$ cat config.mk
export PLATFORM = sky130hd
export DESIGN_NAME = note_sequencer
export DESIGN_NICKNAME = d
export VERILOG_FILES = /design/src/rtl/game_pkg.sv /design/src/rtl/chart_rom.sv /design/src/rtl/note_sequencer.sv
export SDC_FILE = /design/constraint.sdc
export NUM_CORES = 1
export LEC_CHECK = 0
export ABC_AREA = 1
export CAP_MARGIN = 0
export CORE_AREA = 2 2 39 41
export DETAILED_ROUTE_END_ITERATION = 6
export DIE_AREA = 0 0 41 43
export DONT_BUFFER_PORTS = 1
export GPL_TIMING_DRIVEN = 0
export PLACE_DENSITY = 0.78
export SETUP_SLACK_MARGIN = 0.1
export SLEW_MARGIN = 20
export SYNTH_ARGS = -nofsm -noshare
export SYNTH_HDL_FRONTEND = slang
export SYNTH_SLANG_ARGS = --single-unit
export TNS_END_PERCENT = 50
$ cat constraint.sdc
create_clock -name clk -period 3.3 [get_ports clk]
set_clock_uncertainty 0.05 [all_clocks]
set_input_delay 0.66 -clock clk [delete_from_list [all_inputs] [get_ports clk]]
set_output_delay 0.66 -clock clk [all_outputs]
set_load 0.005 [all_outputs]
$ cat src/rtl/game_pkg.sv
// rtl/game_pkg.sv - shared constants and types for the falling-note game
package game_pkg;

  localparam int NUM_LANES   = 5;
  localparam int SCREEN_ROWS = 480;

  typedef logic [7:0] chart_entry_t;

  localparam chart_entry_t CHART_END = 8'hFF;

  typedef enum logic [1:0] {
    IDLE = 2'd0,
    RUN  = 2'd1,
    DONE = 2'd2
  } seq_state_t;

  // 12-bit RGB lane colours, left to right
  localparam logic [11:0] LANE_GREEN  = 12'h0F0;
  localparam logic [11:0] LANE_RED    = 12'hF00;
  localparam logic [11:0] LANE_YELLOW = 12'hFF0;
  localparam logic [11:0] LANE_BLUE   = 12'h00F;
  localparam logic [11:0] LANE_ORANGE = 12'hF80;

endpackage

$ cat src/rtl/chart_rom.sv
// rtl/chart_rom.sv - synchronous chart ROM, one-cycle read latency
module chart_rom
  import game_pkg::*;
#(
  parameter int                       CHART_DEPTH = 256,
  // Entry i occupies bits [8*i +: 8]; unprogrammed entries read as END
  parameter logic [CHART_DEPTH*8-1:0] CHART_INIT  = '1,
  localparam int                      AW          = $clog2(CHART_DEPTH)
) (
  input  logic          clk,
  input  logic [AW-1:0] addr_i,
  output chart_entry_t  data_o
);

  chart_entry_t data_q;

  // Registered read of the addressed chart entry
  always_ff @(posedge clk) begin
    data_q <= CHART_INIT[{addr_i, 3'b000} +: 8];
  end

  assign data_o = data_q;

endmodule

$ cat src/rtl/note_sequencer.sv
// rtl/note_sequencer.sv - chart stepper issuing per-lane spawn pulses; NOTE_SEQUENCER_LOOP_EN selects endless looping
module note_sequencer #(
  parameter int                       NUM_LANES       = 5,
  parameter int                       CHART_DEPTH     = 256,
  parameter int                       FRAMES_PER_STEP = 12,
  parameter int                       FRAME_ROW       = 480,
  parameter logic [CHART_DEPTH*8-1:0] CHART_INIT      = '1,
  localparam int                      AW              = $clog2(CHART_DEPTH)
) (
  input  logic                 clk,
  input  logic                 rst_n,
  input  logic [9:0]           col,
  input  logic [9:0]           row,
  input  logic                 valid,
  input  logic                 start,
  input  logic                 pause,
  output logic [NUM_LANES-1:0] spawn,
  output logic [AW-1:0]        step_idx,
  output logic                 busy,
  output logic                 done
);

  import game_pkg::*;

  localparam int           FCW      = (FRAMES_PER_STEP > 1) ? $clog2(FRAMES_PER_STEP) : 1;
  localparam logic [FCW-1:0] CNT_LAST = FCW'(FRAMES_PER_STEP - 1);
  localparam logic [AW-1:0]  IDX_LAST = AW'(CHART_DEPTH - 1);

  seq_state_t             state_q, state_d;
  logic [AW-1:0]          step_idx_q, step_idx_d;
  logic [FCW-1:0]         frame_cnt_q, frame_cnt_d;
  logic [NUM_LANES-1:0]   spawn_q, spawn_d;
  logic                   frame_tick_q;
  chart_entry_t           rom_data;

  // Raster position bits are used only for the strobe compare; valid is informational
  logic unused_inputs;
  assign unused_inputs = ^{valid, rom_data[7:NUM_LANES]};

  chart_rom #(
    .CHART_DEPTH (CHART_DEPTH),
    .CHART_INIT  (CHART_INIT)
  ) u_chart_rom (
    .clk    (clk),
    .addr_i (step_idx_q),
    .data_o (rom_data)
  );

  // Once-per-frame strobe, one cycle after the first pixel of the first blanking line
  always_ff @(posedge clk or negedge rst_n) begin
    if (!rst_n) begin
      frame_tick_q <= 1'b0;
    end else begin
      frame_tick_q <= (row == 10'(FRAME_ROW)) && (col == 10'd0);
    end
  end

  // Sequencer state, chart pointer, frame counter and registered spawn pulse
  always_ff @(posedge clk or negedge rst_n) begin
    if (!rst_n) begin
      state_q     <= IDLE;
      step_idx_q  <= '0;
      frame_cnt_q <= '0;
      spawn_q     <= '0;
    end else begin
      state_q     <= state_d;
      step_idx_q  <= step_idx_d;
      frame_cnt_q <= frame_cnt_d;
      spawn_q     <= spawn_d;
    end
  end

  // Next-state: start (re)launches playback; a counted frame tick may trigger a step
  always_comb begin
    state_d     = state_q;
    step_idx_d  = step_idx_q;
    frame_cnt_d = frame_cnt_q;
    spawn_d     = '0;
    case (state_q)
      IDLE, DONE: begin
        // A tick coinciding with start is deliberately not counted
        if (start) begin
          state_d     = RUN;
          step_idx_d  = '0;
          frame_cnt_d = '0;
        end
      end
      RUN: begin
        if (frame_tick_q && !pause) begin
          if (frame_cnt_q == CNT_LAST) begin
            frame_cnt_d = '0;
            if (rom_data == CHART_END) begin
`ifdef NOTE_SEQUENCER_LOOP_EN
              step_idx_d = '0;
`else
              state_d = DONE;
`endif
            end else begin
              spawn_d = rom_data[NUM_LANES-1:0];
              if (step_idx_q == IDX_LAST) begin
`ifdef NOTE_SEQUENCER_LOOP_EN
                step_idx_d = '0;
`else
                // Pointer parks on the last entry rather than wrapping
                state_d = DONE;
`endif
              end else begin
                step_idx_d = step_idx_q + 1'b1;
              end
            end
          end else begin
            frame_cnt_d = frame_cnt_q + 1'b1;
          end
        end
      end
      default: state_d = IDLE;
    endcase
  end

  assign spawn    = spawn_q;
  assign step_idx = step_idx_q;
  assign busy     = (state_q == RUN);
  assign done     = (state_q == DONE);

endmodule

Word level (Yosys, flattened, before mapping). Cells that the tools add are included.

Bits in registers: 28. Input port bits: 25. Output and inout bits: 15. Word-level logic and storage cells: 51.

$add $sub $neg: 2. Eq/ne operators: 12. Shift operators: 1. Muxes and demuxes: 20. Reduce and logical (&&, ||, !) cells: 10.

Operators by type and width (count): 2048-bit by 12-bit variable part select with 8-bit output, first input constant (1); 8-bit two-way mux (5); 5-bit two-way mux (4); 8-bit equality test, second input constant (2); 8-bit case mux with 2 select lines (1); 4-bit two-way mux (3); 10-bit by 9-bit equality test with 1-bit output, second input constant (1); 10-bit logical NOT (1); 2-bit two-way mux (5); 8-bit by 1-bit adder with 8-bit output, second input constant (1); 4-bit case mux with 2 select lines (1); 2-bit inequality test, second input constant (3); 6-bit AND reduction (1); 4-bit by 1-bit adder with 4-bit output, second input constant (1); 4-bit equality test, second input constant (1); 2-bit by 1-bit inequality test with 1-bit output, second input constant (2); 2-bit case mux with 2 select lines (1); 4-bit AND reduction (1); 3-bit by 1-bit inequality test with 1-bit output, second input constant (1); 3-bit AND reduction (1); 2-bit by 1-bit equality test with 1-bit output, second input constant (1); 2-bit equality test, second input constant (1); 1-bit logical AND (2); 2-bit logical NOT (1); 3 further kinds (3).

Longest topological paths before layout. Gate-level depths: netlist (run 1).

Depth in word-level cells: 6. Gate-level depth with buffers: 7. Mapped depth without buffers: 7.

By module. A second synthesis (run 1) with hierarchy kept.

Cells, all modules: 177. Area, all modules: 1278.7 um^2.

Modules (own cells, without submodules): note_sequencer (instances 1, cells an instance 168, area an instance 1214.9 um^2, seq. area each 500.5 um^2); chart_rom (instances 1, cells an instance 9, area an instance 63.8 um^2, seq. area each 0.0 um^2).

Least setup slack after synthesis (run 1). OpenSTA, ideal clock, no wires.

Path kind: input to register. From: input pause. To: register step_idx_q[0] (netlist: step_idx[0]). Setup time: 113 ps. Arrival time: 1163 ps. Required time: 3137 ps. Slack: 1973 ps. Cell stages on the path: 6. Path buffers: 0. Cells stage by stage: inv_1 nand2_1 a21oi_1 nand2_2 nand2_1 inv_1.

Word-level cells in the longest chain between the ends: 4.

RTL lines: from (decl) (RTL line note_sequencer.sv:16) `input logic pause,`; 1-bit logical NOT (RTL line note_sequencer.sv:89) `if (frame_tick_q && !pause) begin`; 1-bit logical AND (RTL line note_sequencer.sv:89); 2-bit by 1-bit inequality test with 1-bit output (no source line); 6-bit AND reduction (no source line); to (signal assigned) (RTL line note_sequencer.sv:67) `step_idx_q <= step_idx_d;`; to (decl) (RTL line note_sequencer.sv:30) `logic [AW-1:0] step_idx_q, step_idx_d;`.

Every way passes these cells. A chain may end at the register's enable or synchronous reset.

Worst setup path after layout (run 1).
From: register state_q[0]. To: output busy.

Word-level cells in the longest chain between the ends: 1.

RTL lines: from (decl) (RTL line note_sequencer.sv:29) `seq_state_t state_q, state_d;`; from (signal assigned) (RTL line note_sequencer.sv:66) `state_q <= state_d;`; 2-bit by 1-bit equality test with 1-bit output (RTL line note_sequencer.sv:122) `assign busy = (state_q == RUN);`; to (decl) (RTL line note_sequencer.sv:19) `output logic busy,`.

Every way passes these cells.

==> results.toml, run 1 <==
[status]
status = "finished, final reports clean"

[critical_path]
crit_slowest_cell = "dfrtp_1"
crit_chain = "inv_2 > nor2_4"
path_buf_inv = 1
worstPathArrival_ns = 0.93
critPathCaptureType = "output pin"
reg2reg_to = "frame_cnt_q[3]$_DFFE_PN0P_"
crit_fanout = 6
start_kind = "flip-flop"
worstPathRequired_ns = 2.59
critical_path_class = "reg -> out"
slowest_delay_ns = 0.43
cp_top_family = "flip-flops"
reg2reg_slack_ns = 2.04
rr_worst_depth = 6
r2r_start = "frame_cnt_q[0]$_DFFE_PN0P_"

[sta]
setup_viol = 0
setup_tns_ns = 0
drv_slew = 0
hold_viol_final = 0
rsz0062_at_grt = "false"
worst_hold_slack_ns = 0.03000
fmax_mhz = 609.6
timing.final.crit_period_ns = 1.640
fin_ws_ns = 1.660
finalCritPeriodShare_pct = 49.71

[detailed_routing]
postRouteAntennaNets = 0
via_per_inst = 4.707
drtPass1Iterations = 2
totalWireLength_um = 1214
drtIter0Drc = 1
routedWlPerCell_um = 9.870
num_vias = 579
drc = 0

[clock_network]
cts.reportedPaths.clkPinSlew_ns = 0.08
cts_buffers = 3
clk_latency_ns = 0.26
ctsHtreeMaxLevel = 1
cts_resized = 0
cts_hold_buf = 0
postCtsSetupBuffers = 0
clockBufferDepth = 2
cts_root_buffer = "clkbuf_4"
cts.sinks = 15
cts_tree = "done"

[synth]
mappedNetlistArea_um2 = 768.2
seq_area_frac_synth_pct = 48.86
synthXorXnorAreaFrac_pct = 1.140
ys_seq_elements = 15
syn_inst = 99
muxShareOfSynthArea_pct = 0
synth_top_family_by_area = "simple AND/OR/NAND/NOR gates"
ys_types = 21
syn-mean-instance-area_um2 = 7.760
synth-compound-area-share_pct = 1.303
yosys.area_share.simple_pct = 33.39
synth-warning-count = 0
synth_adder_area_share_pct = 1.629

[floorplan]
die_area_mm2 = 0.001763
core-area_mm2 = 0.001384
die_w_um = 41
die_y_um = 43
boundaryPins = 40
rows = 14
start_util_pct = 55.52

[global_routing]
grt_pass1_wl_um = 2263
grt_pass1_vias = 588
groute.usage.overall_pct = 18.88
gr-usage-met2_pct = 30.31
use_met1_pct = 23.30
overflow = 0
grt_use_met3_pct = 4.188
grt_max_degree = 16
busiest_layer = "met2"
antenna_found_initial = 0

[place]
port_buffers = 0
dpl_worst_slack_ns = 1.847
dp_hpwl_um = 1002
place.gp.congestion = 0.6361

[pwr]
ir_drop_v = 0.0003516
p_total_w = 0.0005016
power.density_mw_per_mm2 = 604.6
p_leak_nw = 0.5096

[hold_path]
hold_class = "in -> async"

[layout]
syn2layout_area_growth_pct = 7.980
nets = 134
drive_gt1_share_pct = 13.08
num_antenna_cells = 0

[run]
max_cap_viol_count = 0
cells in the final DEF, fill, tap and decap left out:
cell and count:
inv_2 1, nor2_4 1, nand4_1 1, nand2_2 1
nor2_2 1, nand2_1 34, ha_1 1, a21oi_1 1
dfrtp_1 15, nor3b_1 2, xor2_1 1, o21ai_0 1
buf_4 5, or2_2 1, nand3_2 1, nand3b_1 1
clkbuf_4 3, nor2_1 9, conb_1 5, and2_0 1
clkbuf_1 1, inv_1 16, nand3_1 4
per-layer routing:
layer  vias to the layer above  part of all wire, %
li1                        300                    -
met1                       264                   40
met2                        13                   54
met3                         2                  5.5
met4                         0                 0.74
met5                         -                    0
metrics by stage:
step / instance area, um^2 / std cells / util, %
after floorplan: 783.3 / 103 / -
after global placement: 803.3 / 119 / 58.05
after detailed placement: 803.3 / 119 / 58.05
after CTS: 829.5 / 123 / 59.95
after global routing: 829.5 / 123 / 59.95
final: 829.5 / 123 / 59.95
layout make-up:
type,instances,area [um^2]
fill,128,554.3
sequential,15,375.4
clock buffer,4,26.28
inverter,17,63.81
buffer,5,37.54
tap,16,20.02
multi-input combinational,66,306.5
cell usage after synthesis (all sizes together):
cell type,number,area (um^2)
nand2,35,133.9
inv,17,63.81
dfrtp,15,375.4
nor2,11,51.30
buf,5,37.54
nand3,5,30.03
nor3b,2,15.01
a21oi,1,5.000
and2,1,6.260
conb,1,3.750
ha,1,12.51
nand3b,1,7.510
nand4,1,6.260
o21ai,1,5.000
or2,1,6.260
xor2,1,8.760
registers in the layout (all words and copies together) (netlist names):
register	flops
step_idx	8
frame_cnt_q	4
state_q	2
frame_tick_q	1
logic make-up (layout without fill, tap and decap cells):
group / Yosys count / count (layout)
compound gates: 2 / 2
other cells: 1 / 5
simple gates: 57 / 57
flops: 15 / 15
xor+xnor: 1 / 1
fa+ha+maj: 1 / 1
buf+inv: 22 / 26
where the power goes:
group | switching [W] | internal, W | total (W) | leakage, nW
registers | 0.0000322 | 0.000208 | 0.000241 | 0.205
logic | 0.000110 | 0.0000560 | 0.000166 | 0.290
clock network | 0.0000480 | 0.0000467 | 0.0000947 | 0.0150
worst max path at each step:
stage,from,endpoint,slack [ns],depth (start not counted)
after detailed placement,pause,step_idx[7]$_DFFE_PN0P_,1.85,6
final,state_q[0]$_DFFE_PN0P_,busy,1.66,2
after global routing,state_q[0]$_DFFE_PN0P_,busy,1.57,2
after CTS,state_q[0]$_DFFE_PN0P_,busy,1.64,2
after floorplan,pause,step_idx[0]$_DFFE_PN0P_,1.97,6
after global placement,pause,step_idx[2]$_DFFE_PN0P_,1.89,6
No activity file was read; power rests on OpenSTA's default activity.
==> inputs of run 2 (changes only) <==
Settings changed: CORE_AREA 2 2 39 41 to default, CORE_MARGIN from default to 1.5, CORE_UTILIZATION from default to 58, DIE_AREA 0 0 41 43 to default, PLACE_DENSITY 0.78 to 0.79.
Clock period 3.3 ns to 1.53 ns, I/O delays scaled along.
==> results.toml, run 2 (synthesis gave the netlist of run 1 again) <==
[pwr]
power.density_mw_per_mm2 = 1313
ir_drop_v = 0.0006453
p_leak_nw = 0.5165

[critical_path]
slowest_delay_ns = 0.43
path_buf_inv = 1
worstPathArrival_ns = 0.92
crit_slowest_cell = "dfrtp_1"
critPathCaptureType = "output pin"
cp_top_family = "flip-flops"
start_kind = "flip-flop"
crit_fanout = 6
worstPathRequired_ns = 1.17
critical_path_class = "reg -> out"
crit_chain = "inv_2 > nor2_4"

[detailed_routing]
drc = 0
met3_length_um = 70
postRouteAntennaNets = 0
met2WireLength_um = 611
drtPass1Iterations = 2
totalWireLength_um = 1219
num_vias = 577
wl_met1_um = 533
drtIter0Drc = 5
top_layer = "met4"
via_per_inst = 4.730
routedWlPerCell_um = 9.992

[global_routing]
antenna_found_initial = 0
grt_max_degree = 16
overflow = 0
groute.usage.overall_pct = 18.18
grt_pass1_wl_um = 1828
grt_pass1_vias = 516

[layout]
nets = 135
syn2layout_area_growth_pct = 9.120
num_antenna_cells = 0
layout_common_cells = "nand2_1, inv_1, dfrtp_1"
drive_gt1_share_pct = 13.89
final_cell_area_um2 = 838.3
layout_commonest_cell = "nand2_1"
largest_register_ffs = 8

[floorplan]
die_y_um = 39.40
die_area_mm2 = 0.001552
rows = 12
start_util_pct = 65.60
die_w_um = 39.40
boundaryPins = 40
core-area_mm2 = 0.001171

[clock_network]
cts_buffers = 3
clockBufferDepth = 2
ctsHtreeMaxLevel = 1
postCtsSetupBuffers = 0
cts_tree = "done"
cts_root_buffer = "clkbuf_4"
cts.reportedPaths.clkPinSlew_ns = 0.08
clk_latency_ns = 0.27
cts.sinks = 15
cts_resized = 0

[sta]
timing.final.crit_period_ns = 1.278
tightest_slew_ns = 0.6176
setup_viol = 0
setup_tns_ns = 0
fmax_mhz = 782.4
drv_slew = 0
finalCritPeriodShare_pct = 83.54
hold_viol_final = 0
rsz0062_at_grt = "false"
slew_headroom_pct = 58.69

[place]
port_buffers = 0
place.gp.congestion = 0.6337
dp_hpwl_um = 982.7
placed_area_um2 = 800.8

[hold_path]
hold_class = "in -> reg"

[run]
max_cap_viol_count = 0

[status]
status = "finished, final reports clean"
run 2: layout make-up:
| type | instances | area [um^2] |
|---|---|---|
| fill | 101 | 332.8 |
| inverter | 17 | 63.81 |
| buffer | 5 | 37.54 |
| timing repair buffer | 1 | 10.01 |
| multi-input combinational | 66 | 306.5 |
| tap | 14 | 17.52 |
| clock inverter | 1 | 5.005 |
| clock buffer | 3 | 22.52 |
| sequential | 15 | 375.4 |
run 2: worst reg2reg max path, cell delays in order, from the launching register on:
cell	delay, ns
dfrtp_1	0.43
inv_2	0.10
nor2_4	0.05
a21oi_1	0.21
nand2_2	0.17
nand2_1	0.10
inv_1	0.04
run 2: metal layers:
layer,vias up,track usage (%)
li1,302,-
met4,0,7.759
met1,254,20.61
met3,2,4.545
met5,-,0
met2,19,32.08
run 2: timing repair:
| action | in CTS | in global routing |
|---|---|---|
| hold buffers | 1 | 0 |
| setup endpoints to repair | 0 | 0 |
| endpoints found under the hold margin | 15 | 0 |
run 2: where the power goes:
group	leakage, nW	internal (W)	switching, W	total, W
combinational	0.294	0.000123	0.000246	0.000369
sequential	0.205	0.000449	0.0000696	0.000519
clock	0.0177	0.0000967	0.000116	0.000212
run 2: path summary, 6_finish.rpt:
kind                                         start  depth (start not counted)  slack [ns]                          to
setup reg to reg            state_q[0]$_DFFE_PN0P_                          6        0.27     step_idx[6]$_DFFE_PN0P_
max in group asynchronous                    rst_n                          1        0.60     step_idx[2]$_DFFE_PN0P_
setup / recovery            state_q[0]$_DFFE_PN0P_                          2        0.25                        busy
min in group asynchronous                    rst_n                          1        0.43  frame_cnt_q[0]$_DFFE_PN0P_
hold / removal                              row[3]                          3        0.12      frame_tick_q$_DFF_PN0_
hold reg to reg            step_idx[0]$_DFFE_PN0P_                          2        0.45     step_idx[0]$_DFFE_PN0P_
run 2: per-stage QoR:
step	hold WS (ns)	power [W]	setup WS, ns	instances	utilization (%)
after floorplan	-0.03959	0.0008108	0.4094	103	-
after global placement	-0.03933	0.0008682	0.3183	117	68.38
after detailed placement	-0.03939	0.0008919	0.2568	117	68.38
after CTS	0.1197	0.001112	0.2421	122	71.58
after global routing	0.1345	0.001183	0.1413	122	71.58
final	0.1228	0.001101	0.2519	122	71.58
==> inputs of run 3 (changes only) <==
Clock period 1.53 ns to 1.3 ns, I/O delays scaled along.
==> results.toml, run 3 (synthesis gave the netlist of run 1 again) <==
[status]
status = "finished, final reports clean"

[sta]
drv_slew = 0
slew_headroom_pct = 58.75
tightest_slew_ns = 0.6167
fmax_mhz = 789.0
timing.final.crit_period_ns = 1.267
worst_hold_slack_ns = 0.07664
fin_ws_ns = 0.03258
hold_viol_final = 0
finalCritPeriodShare_pct = 97.49
setup_viol = 0
rsz0062_at_grt = "true"
setup_tns_ns = 0

[clock_network]
cts_buffers = 3
cts.sinks = 15
cts_root_buffer = "clkbuf_4"
clk_latency_ns = 0.27
cts.reportedPaths.clkPinSlew_ns = 0.08
clockBufferDepth = 2
ctsHtreeMaxLevel = 1
cts_tree = "done"

[pwr]
combPwrFrac_pct = 42.2
seqPwrFrac_pct = 40.9
power_frac_clock_pct = 16.9
p_leak_nw = 0.5365
ir_drop_v = 0.0008328
internal_power_w = 0.0008832
switching_power_w = 0.0005916
power.density_mw_per_mm2 = 1635
p_sw_share_pct = 40.12

[critical_path]
critPathCaptureType = "output pin"
worstPathRequired_ns = 0.99
start_kind = "flip-flop"
crit_fanout = 6
worstPathArrival_ns = 0.96
critical_path_class = "reg -> out"

[layout]
drive_gt1_share_pct = 26.55
layout_common_cells = "nand2_1, dfrtp_1, inv_1"
fin_util_pct = 77.03
instances_no_fill = 127
syn2layout_area_growth_pct = 17.43
largest_register_ffs = 8
num_antenna_cells = 0
layout_commonest_cell = "nand2_1"
nets = 140

[place]
place_inst = 117
dpl_worst_slack_ns = 0.02680
port_buffers = 0
place.gp.congestion = 0.6337
dp_hpwl_um = 982.7

[detailed_routing]
drtPass1Iterations = 4
via_per_inst = 4.740
drtIter0Drc = 6
num_vias = 602
routedWlPerCell_um = 11.08
totalWireLength_um = 1407
postRouteAntennaNets = 0
drc = 0

[global_routing]
grt_use_met3_pct = 4.545
grt_pass1_wl_um = 1925
groute.usage.overall_pct = 19.29
use_met1_pct = 22.52
grt_pass1_vias = 529
gr-usage-met2_pct = 33.75
antenna_found_initial = 0
overflow = 0
busiest_layer = "met2"
grt_max_degree = 16

[floorplan]
start_util_pct = 65.60
rows = 12
core-area_mm2 = 0.001171
boundaryPins = 40
die_w_um = 39.40
die_area_mm2 = 0.001552
die_y_um = 39.40

[hold_path]
hold_class = "in -> reg"

[run]
max_cap_viol_count = 0
run 3: changes by cell type in the layout (fill, tap and decap cells not counted), sizes merged:
| cell | delta |
|---|---|
| buf | +4 |
| nand2 | +1 |
run 3: through the flow:
step | total power (W) | instance area, um^2
4_1_cts | 0.001341 | 845.8
2_1_floorplan | 0.0009543 | 783.3
5_1_grt | 0.001568 | 902.1
6_report | 0.001475 | 902.1
3_5_place_dp | 0.001050 | 800.8
3_3_place_gp | 0.001022 | 800.8
run 3: worst max-delay path, cell delays in order, from the launching register on:
cell	delay, ns
dfrtp_1	0.41
inv_2	0.09
nor2_4	0.19
run 3: cell type report:
type / instances / area (um^2)
Inverter: 17 / 63.81
Sequential cell: 15 / 376.6
Clock buffer: 3 / 22.52
Tap cell: 14 / 17.52
Timing Repair Buffer: 5 / 40.04
Multi-Input combinational cell: 67 / 339.1
Fill cell: 93 / 269.0
Clock inverter: 1 / 5.005
Buffer: 5 / 37.54
run 3: path summary, 6_finish.rpt:
check	start	end	slack, ns	depth (start not counted)
min in group asynchronous	rst_n	frame_cnt_q[0]$_DFFE_PN0P_	0.38	1
setup / recovery	state_q[0]$_DFFE_PN0P_	busy	0.03	2
max in group asynchronous	rst_n	state_q[1]$_DFFE_PN0P_	0.38	1
hold reg to reg	step_idx[0]$_DFFE_PN0P_	step_idx[0]$_DFFE_PN0P_	0.44	2
hold / removal	row[3]	frame_tick_q$_DFF_PN0_	0.08	3
setup reg to reg	state_q[0]$_DFFE_PN0P_	frame_cnt_q[3]$_DFFE_PN0P_	0.04	6
run 3: what timing repair did:
action | 4_1_cts | 5_1_grt
pin swaps | 1 | 5
hold buffers | 1 | 0
buffers inserted | 0 | 4
cloned | 1 | 0
hold endpoints to repair | 15 | 0
gates resized for setup | 1 | 12
endpoints found under the setup margin | 13 | 16
run 3: power by group through the flow:
| stage | logic [W] | registers, W | clock network [W] |
|---|---|---|---|
| finish | 0.000622 | 0.000604 | 0.000249 |
| global route | 0.000685 | 0.000611 | 0.000271 |
| CTS | 0.000474 | 0.000609 | 0.000258 |
| detailed placement | 0.000431 | 0.000618 | 0 |
| global placement | 0.000410 | 0.000612 | 0 |
| floorplan | 0.000352 | 0.000602 | 0 |
run 3: layer usage:
layer	up-vias	routed length (um)
li1	313	-
met1	266	602
met2	21	724
met3	2	76
met4	0	4
met5	-	0
